[src/rtl/trivium_pkg.sv]
// Shared constants and state encoding for the Trivium keystream sequencer.
package trivium_pkg;
   localparam int KEY_W        = 80;
   localparam int IV_W         = 80;
   localparam int STATE_W      = 288;
   localparam int WARMUP_STEPS = 4 * STATE_W;

   typedef enum logic [2:0] {
      IDLE  = 3'd0,
      LOAD  = 3'd1,
      WARM  = 3'd2,
      RUN   = 3'd3,
      DRAIN = 3'd4
   } state_e;
endpackage

[src/rtl/ks_packer.sv]
// Packs keystream bits MSB-first into words and presents them on a valid/ready output.
module ks_packer #(
   parameter int WORD_W = 32
) (
   input  logic              i_clk,
   input  logic              i_reset_n,
   input  logic              i_clr,
   input  logic              i_step,
   input  logic              i_z,
   input  logic              i_last,
   input  logic              i_ks_ready,
   output logic              o_stall,
   output logic              o_move,
   output logic [WORD_W-1:0] o_ks_data,
   output logic              o_ks_valid
);
   localparam int CW = $clog2(WORD_W);

   logic [WORD_W-1:0] r_sr;
   logic [CW-1:0]     r_cnt;
   logic              r_full;
   logic [CW-1:0]     w_shamt;
   logic [WORD_W-1:0] w_aligned;

   // r_cnt is 0 for a complete word, so the modular negate gives a zero shift there
   // and left-aligns a short final word otherwise.
   assign w_shamt   = -r_cnt;
   assign w_aligned = r_sr << w_shamt;
   assign o_move    = r_full && (!o_ks_valid || i_ks_ready);
   assign o_stall   = r_full && !o_move;

   always_ff @(posedge i_clk or negedge i_reset_n) begin
      if (!i_reset_n) begin
         r_sr       <= '0;
         r_cnt      <= '0;
         r_full     <= 1'b0;
         o_ks_data  <= '0;
         o_ks_valid <= 1'b0;
      end else if (i_clr) begin
         r_cnt      <= '0;
         r_full     <= 1'b0;
         o_ks_valid <= 1'b0;
      end else begin
         if (i_step)
            r_sr <= {r_sr[WORD_W-2:0], i_z};
         if (o_move)
            r_cnt <= {{(CW-1){1'b0}}, i_step};
         else if (i_step)
            r_cnt <= r_cnt + CW'(1);
         if (o_move)
            r_full <= 1'b0;
         if (i_step && (r_cnt == CW'(WORD_W-1) || i_last))
            r_full <= 1'b1;
         if (o_move) begin
            o_ks_data  <= w_aligned;
            o_ks_valid <= 1'b1;
         end else if (i_ks_ready) begin
            o_ks_valid <= 1'b0;
         end
      end
   end
endmodule

[src/rtl/trivium_seq_ctrl.sv]
// Job sequencer for the Trivium core: load, warm-up, keystream run, drain.
// Optional TRIVIUM_SEQ_CTRL_ABORT_EN adds an i_abort port that cancels a running job.
module trivium_seq_ctrl
   import trivium_pkg::*;
#(
   parameter int WORD_W = 32,
   parameter int LEN_W  = 16,
   parameter int WARMUP = WARMUP_STEPS
) (
   input  logic              i_clk,
   input  logic              i_reset_n,
   input  logic              i_start,
   input  logic [KEY_W-1:0]  i_key,
   input  logic [IV_W-1:0]   i_iv,
   input  logic [LEN_W-1:0]  i_len,
`ifdef TRIVIUM_SEQ_CTRL_ABORT_EN
   input  logic              i_abort,
`endif
   output logic              o_busy,
   output logic              o_done,
   output logic              o_core_load,
   output logic [KEY_W-1:0]  o_core_key,
   output logic [IV_W-1:0]   o_core_iv,
   output logic              o_core_step,
   input  logic              i_core_z,
   output logic [WORD_W-1:0] o_ks_data,
   output logic              o_ks_valid,
   input  logic              i_ks_ready
);
   localparam int WW = $clog2(WARMUP);
   localparam logic [2:0] ST_IDLE  = 3'(IDLE);
   localparam logic [2:0] ST_LOAD  = 3'(LOAD);
   localparam logic [2:0] ST_WARM  = 3'(WARM);
   localparam logic [2:0] ST_RUN   = 3'(RUN);
   localparam logic [2:0] ST_DRAIN = 3'(DRAIN);

   logic [2:0]       r_state;
   logic [KEY_W-1:0] r_key;
   logic [IV_W-1:0]  r_iv;
   logic [LEN_W-1:0] r_bits_left;
   logic [WW-1:0]    r_warm;
   logic             r_done;
   logic             w_abort;
   logic             w_stall;
   logic             w_move;
   logic             w_run_step;

`ifdef TRIVIUM_SEQ_CTRL_ABORT_EN
   assign w_abort = i_abort && (r_state != ST_IDLE);
`else
   assign w_abort = 1'b0;
`endif

   assign w_run_step  = (r_state == ST_RUN) && (r_bits_left != '0) && !w_stall;
   assign o_core_step = (r_state == ST_WARM) || w_run_step;
   assign o_core_load = (r_state == ST_LOAD);
   assign o_busy      = (r_state != ST_IDLE);
   assign o_done      = r_done;
   assign o_core_key  = r_key;
   assign o_core_iv   = r_iv;

   always_ff @(posedge i_clk or negedge i_reset_n) begin
      if (!i_reset_n) begin
         r_state     <= ST_IDLE;
         r_key       <= '0;
         r_iv        <= '0;
         r_bits_left <= '0;
         r_warm      <= '0;
         r_done      <= 1'b0;
      end else begin
         r_done <= 1'b0;
         if (w_abort) begin
            r_state     <= ST_IDLE;
            r_bits_left <= '0;
            r_warm      <= '0;
         end else begin
            case (r_state)
               ST_IDLE: if (i_start) begin
                  r_key       <= i_key;
                  r_iv        <= i_iv;
                  r_bits_left <= i_len;
                  r_warm      <= '0;
                  if (i_len == '0) r_done  <= 1'b1;
                  else             r_state <= ST_LOAD;
               end
               ST_LOAD: r_state <= ST_WARM;
               ST_WARM: begin
                  if (r_warm == WW'(WARMUP-1)) r_state <= ST_RUN;
                  else                         r_warm  <= r_warm + WW'(1);
               end
               ST_RUN: begin
                  if (w_run_step) r_bits_left <= r_bits_left - LEN_W'(1);
                  // the final (possibly partial) word leaves the packer on this move
                  if (r_bits_left == '0 && w_move) r_state <= ST_DRAIN;
               end
               ST_DRAIN: if (o_ks_valid && i_ks_ready) begin
                  r_state <= ST_IDLE;
                  r_done  <= 1'b1;
               end
               default: r_state <= ST_IDLE;
            endcase
         end
      end
   end

   ks_packer #(.WORD_W(WORD_W)) u_pack (
      .i_clk      (i_clk),
      .i_reset_n  (i_reset_n),
      .i_clr      (w_abort),
      .i_step     (w_run_step),
      .i_z        (i_core_z),
      .i_last     (r_bits_left == LEN_W'(1)),
      .i_ks_ready (i_ks_ready),
      .o_stall    (w_stall),
      .o_move     (w_move),
      .o_ks_data  (o_ks_data),
      .o_ks_valid (o_ks_valid)
   );
endmodule

[config.mk]
export PLATFORM = sky130hd
export DESIGN_NAME = trivium_seq_ctrl
export DESIGN_NICKNAME = d
export VERILOG_FILES = /design/src/rtl/trivium_pkg.sv /design/src/rtl/ks_packer.sv /design/src/rtl/trivium_seq_ctrl.sv
export SDC_FILE = /design/constraint.sdc
export NUM_CORES = 1
export LEC_CHECK = 0
export ABC_AREA = 0
export BUFFER_PORTS_ARGS = -buffer_cell sky130_fd_sc_hd__buf_2
export CAP_MARGIN = 30
export CORE_ASPECT_RATIO = 0.6
export CORE_MARGIN = 2
export CORE_UTILIZATION = 56
export CTS_CLUSTER_DIAMETER = 150
export CTS_CLUSTER_SIZE = 14
export DETAILED_ROUTE_END_ITERATION = 12
export HOLD_SLACK_MARGIN = 0.02
export PLACE_DENSITY = 0.92
export SYNTH_ARGS = -nofsm -noshare
export SYNTH_HDL_FRONTEND = slang
export SYNTH_SLANG_ARGS = --single-unit
export TNS_END_PERCENT = 50
[constraint.sdc]
create_clock -name i_clk -period 5.2 [get_ports i_clk]
set_input_delay 0.26 -clock i_clk [delete_from_list [all_inputs] [get_ports i_clk]]
set_output_delay 0.26 -clock i_clk [all_outputs]
set_load 0.02 [all_outputs]
-- Yosys cells after proc, flatten, opt, wreduce, memory -nomap -nowiden
Cells that the tools add are included.
Widths: inputs -> output; s select.
- bits in registers: 262
- output and inout port bits: 197
- logic and storage cells: 79
- add/subtract/negate cells: 4
- equal/unequal tests: 14
- shift-type cells: 1
- mux-type cells: 22
- reductions and logical operators: 27
- operators by type and width (kind ; number):
    $logic_not 16->1 ; 2
    $mux 16 ; 2
    $pmux 16 s2 ; 1
    $shl 32x5->32 ; 1
    $mux 11 ; 2
    $pmux 11 s2 ; 1
    $eq 16x1->1 const B ; 1
    $reduce_bool 16->1 ; 1
    $sub 16x1->16 const B ; 1
    $mux 3 ; 5
    $pmux 3 s5 ; 1
    $add 11x1->11 const B ; 1
    $eq 11x11->1 const B ; 1
    $mux 5 ; 2
    $reduce_bool 2->1 ; 5
    $ne 2x2->1 const B ; 4
    $logic_and 1x1->1 ; 7
    $mux 1 ; 7
    $eq 3x2->1 const B ; 2
    $ne 2x1->1 const B ; 3
    $reduce_and 3->1 ; 2
    $add 5x1->5 const B ; 1
    $eq 5x5->1 const B ; 1
    $neg 5->5 ; 1
    9 further kinds ; 13

-- Longest topological paths before layout
- depth after elaboration: 9
- gate-level depth with buffers: 13

-- Hierarchy
From an unflattened synthesis, not the netlist that was laid out.
- cell total of the unflattened synthesis: 1314
- area total of the unflattened synthesis: 12497.0 um2
- modules (own cells, without submodules) (module ; times used ; cells each ; area each (um2) ; seq. area each (um2)):
    trivium_seq_ctrl ; 1 ; 906 ; 7866.3 ; 4779.6
    ks_packer ; 1 ; 408 ; 4630.7 ; 1776.7

-- Worst setup path after synthesis
OpenSTA, ideal clock, no wires.
- path type: flip-flop to flip-flop
- start point: register u_pack.r_cnt[0]
- end point: register u_pack.o_ks_data[31]
- data arrival time: 2.735 ns
- slack: 2.362 ns
- stages on the path, launching flop included: 11
- buffers on the path: 3
- cell sequence: dfrtp_1 -> buf_6 -> buf_6 -> buf_2 -> inv_1 -> ha_1 -> xnor2_2 -> mux4_1 -> mux2i_1 -> nor2_1 -> o41ai_2
- word-level cells in the longest chain between the ends: 2
- RTL lines (what ; line ; RTL):
    from (decl) ; ks_packer.sv:20 ; logic [CW-1:0] r_cnt;
    from (signal assigned) ; ks_packer.sv:47 ; r_cnt <= {{(CW-1){1'b0}}, i_step};
    from (signal assigned) ; ks_packer.sv:49 ; r_cnt <= r_cnt + CW'(1);
    $neg 5->5 ; ks_packer.sv:27 ; assign w_shamt = -r_cnt;
    $shl 32x5->32 ; ks_packer.sv:28 ; assign w_aligned = r_sr << w_shamt;
    to (signal assigned) ; ks_packer.sv:55 ; o_ks_data <= w_aligned;
    to (decl) ; ks_packer.sv:14 ; output logic [WORD_W-1:0] o_ks_data,
Every way passes these cells.
A chain may end at the register's enable or synchronous reset.

-- Worst setup path in the final report
- start point: register u_pack.r_cnt[1]
- end point: register u_pack.o_ks_data[30]
The elaborated chain is that of the path after synthesis.

==> metrics.cfg <==
[die]
die_area_mm2=0.0238
initial_core_util_pct=57.2
die_h_um=120
num_io_pins=378
design.core.area_mm2=0.0221
fp-row-count=42
die_x_um=198

[critical_path]
reg2reg_from=u_pack.r_cnt[1]$_DFFE_PN0P_
slowest_stage=xnor2_2
r2r_cells=8
timing.critical_path.max_delay_family=multiplexers
critPathKind=register to register
critPathArrivalTime_ns=3.48
path_depth=8
reg2reg_to=u_pack.o_ks_data[30]$_DFFE_PN0P_
endpoint=u_pack.o_ks_data[30]$_DFFE_PN0P_
setup.worst_path.start=u_pack.r_cnt[1]$_DFFE_PN0P_
start_kind=register
end_kind=register
max_stage_delay_ns=0.70
crit_buf_inv=2
r2r_slack_ns=2.13
worstPathRequired_ns=5.61
path_cells=inv_1 -> ha_2 -> xnor2_2 -> buf_4 -> mux4_1 -> mux2i_1 -> nor2_1 -> o31ai_1
cp_max_fo=15

[timing]
period_needed_ns=3.07
worst_pin_slew_ns=1.03
rsz0062_at_grt=false
tns_ns=0
min_period_over_period_pct=59.1
whs_ns=0.0440
fin_skew_ns=0.0265
fmax_ghz=0.325
drv_slew=0
slew_headroom_pct=31.6
fin_ws_ns=2.13
setup_viol=0
finalHoldViolations=0

[drt]
vias=13321
viasPerCell=6.15
drtPass1Iterations=8
antenna_left=0
drtIter0Drc=1842
drc_errors=0
routed_wl_mm=47.1
wl_per_cell_um=21.7

[synth]
synthCells=1387
synth-xor-area-share_pct=0.674
synth_top_family_by_area=simple AND/OR/NAND/NOR gates
synth-main-ff-cell=dfrtp_1
synth_compound_area_share_pct=8.48
yosysUniqueCellTypes=70
syn_avg_cell_area_um2=9.11
synthAdderAreaFrac_pct=0.693
synth_seq_area_share_pct=51.9
syn-num-nets=1575
synth_edf_count=0
synth_warnings=0
ys_ff_latch=262
synth_mux_area_share_pct=9.88
synth-simple-area-share_pct=25.0
syn_area_mm2=0.0126
synthArstFlopShare_pct=100

[worst_hold_path]
min_from=i_ks_ready
holdPathStages=3
worstHoldPathType=input port to register

[layout]
fin_nets=2064
layout_commonest_cell=nand2_1
regArea_mm2=0.00656
final_util_pct=76.6
nFillCells=1358
final_cell_mix=nand2_1, buf_2, dfrtp_1
drive_gt1_share_pct=24.6
fin_area_mm2=0.0169
area.growth.synth_to_final_pct=33.8
fin_cells=2167
multi_input_comb_area_mm2=0.00567

[power]
seqPwrFrac_pct=53.0
switchingPower_mw=0.862
ir_worst_vdd_uv=228
power_density_mw_per_mm2=227
swShare_pct=22.4
p_leak_nw=9.07
power_frac_comb_pct=6.0
p_total_mw=3.84
p_int_mw=2.98
pwr-share-clk_pct=41.0

[cts]
clk_pin_slew_ns=0.08
cts_buffer_depth=3
clk_latency_ns=0.53
cts_resized=0
cts_buffers=22
cts_root_buffer=clkbuf_16
cts_tree=yes
cts_setup_buffers=0
htree_num_levels=1
cts.sinks=262

[global_route]
grt_max_degree=150
grt-ovfl-total=0
antenna_found_initial=4
track_usage_pct=39.6
grt_pass1_vias=12991
grt_pass1_wl_mm=72.9

[place]
placed_area_mm2=0.0146
dp.cells=1975
dp_hpwl_mm=26.2
port_buffers=377
gp_congestion=0.963
pre_cts_slack_ns=2.25

[flow_run]
cap_violations=0

[status]
status=finished, final reports clean

[logic make-up (layout without fill, tap and decap cells)]
group / after synthesis / in the layout
simple gates: 772 / 772
flops: 262 / 262
compound gates: 159 / 159
buf+inv: 98 / 588
mux: 81 / 81
xor+xnor: 8 / 8
fa+ha+maj: 7 / 7
other cells: 0 / 4
[worst min-delay path: stages]
cell and delay, ns:
buf_2 0.13, inv_1 0.05, a21o_1 0.10
[synth_stat cells, types with 5 or more instances]
cell type | instances | area share, %
buf_2 | 21 | 0.83
o22ai_1 | 6 | 0.30
nor4_1 | 9 | 0.45
a31oi_1 | 12 | 0.59
a22o_1 | 9 | 0.62
nand2_1 | 631 | 19
o31ai_1 | 7 | 0.42
nand4_1 | 5 | 0.25
clkbuf_1 | 58 | 1.7
mux2_2 | 13 | 1.2
or4_1 | 5 | 0.30
nor3_1 | 15 | 0.59
nor2_1 | 44 | 1.3
mux2i_1 | 38 | 3.0
xnor2_1 | 5 | 0.35
mux4_2 | 18 | 3.2
dfrtp_1 | 262 | 52
o211ai_1 | 14 | 0.83
a22oi_1 | 5 | 0.30
nand3_1 | 22 | 0.87
or3_1 | 6 | 0.30
a21oi_1 | 37 | 1.5
inv_1 | 11 | 0.33
and3_1 | 9 | 0.45
o21ai_0 | 29 | 1.1
ha_1 | 7 | 0.69
mux4_1 | 12 | 2.5
[flip-flops by register name, summed over array words and instances, names as in the netlist]
signal,count
o_core_iv,80
o_core_key,80
o_done,1
r_bits_left,16
r_state,3
r_warm,11
u_pack.o_ks_data,32
u_pack.o_ks_valid,1
u_pack.r_cnt,5
u_pack.r_full,1
u_pack.r_sr,32
[how the worst min path moves through the flow]
stage	slack, ns	endpoint
2_1_floorplan	-0.04	o_core_iv[0]$_DFFE_PN0P_
3_3_place_gp	0.39	u_pack.r_cnt[3]$_DFFE_PN0P_
3_5_place_dp	0.38	u_pack.r_cnt[4]$_DFFE_PN0P_
4_1_cts	0.03	u_pack.o_ks_valid$_DFFE_PN0P_
5_1_grt	0.05	u_pack.o_ks_valid$_DFFE_PN0P_
6_report	0.04	u_pack.o_ks_valid$_DFFE_PN0P_
[power by group through the flow]
stage	clock, mW	combinational, mW	sequential [mW]
after floorplan	0	0.00694	2.08
after global placement	0	0.119	2.08
after detailed placement	0	0.120	2.08
after CTS	1.55	0.217	2.04
after global routing	1.67	0.246	2.04
final	1.58	0.232	2.04
[layer usage]
metal,GRT usage [%],part of all wire (%),vias to the layer above,wire length (um)
met5,0,0,-,0
li1,-,-,5614,-
met3,11.5,12,286,5620
met2,60.0,44,1072,20600
met1,51.6,37,6349,17400
met4,22.7,7.4,0,3500
[layout make-up]
cell class / instances / share of cell area (%)
Tap cell: 286 / 2.12
Inverter: 11 / 0.244
Multi-Input combinational cell: 1027 / 33.5
Sequential cell: 262 / 38.8
Clock buffer: 23 / 3.28
Timing Repair Buffer: 552 / 21.6
Antenna cell: 4 / 0.0592
Clock inverter: 2 / 0.355
[repair_timing]
action / CTS / global route
endpoints found under the hold margin: 274 / 0
endpoints found under the setup margin: 0 / 0
hold buffers: 162 / 0
(Power assumes the default switching activity.)
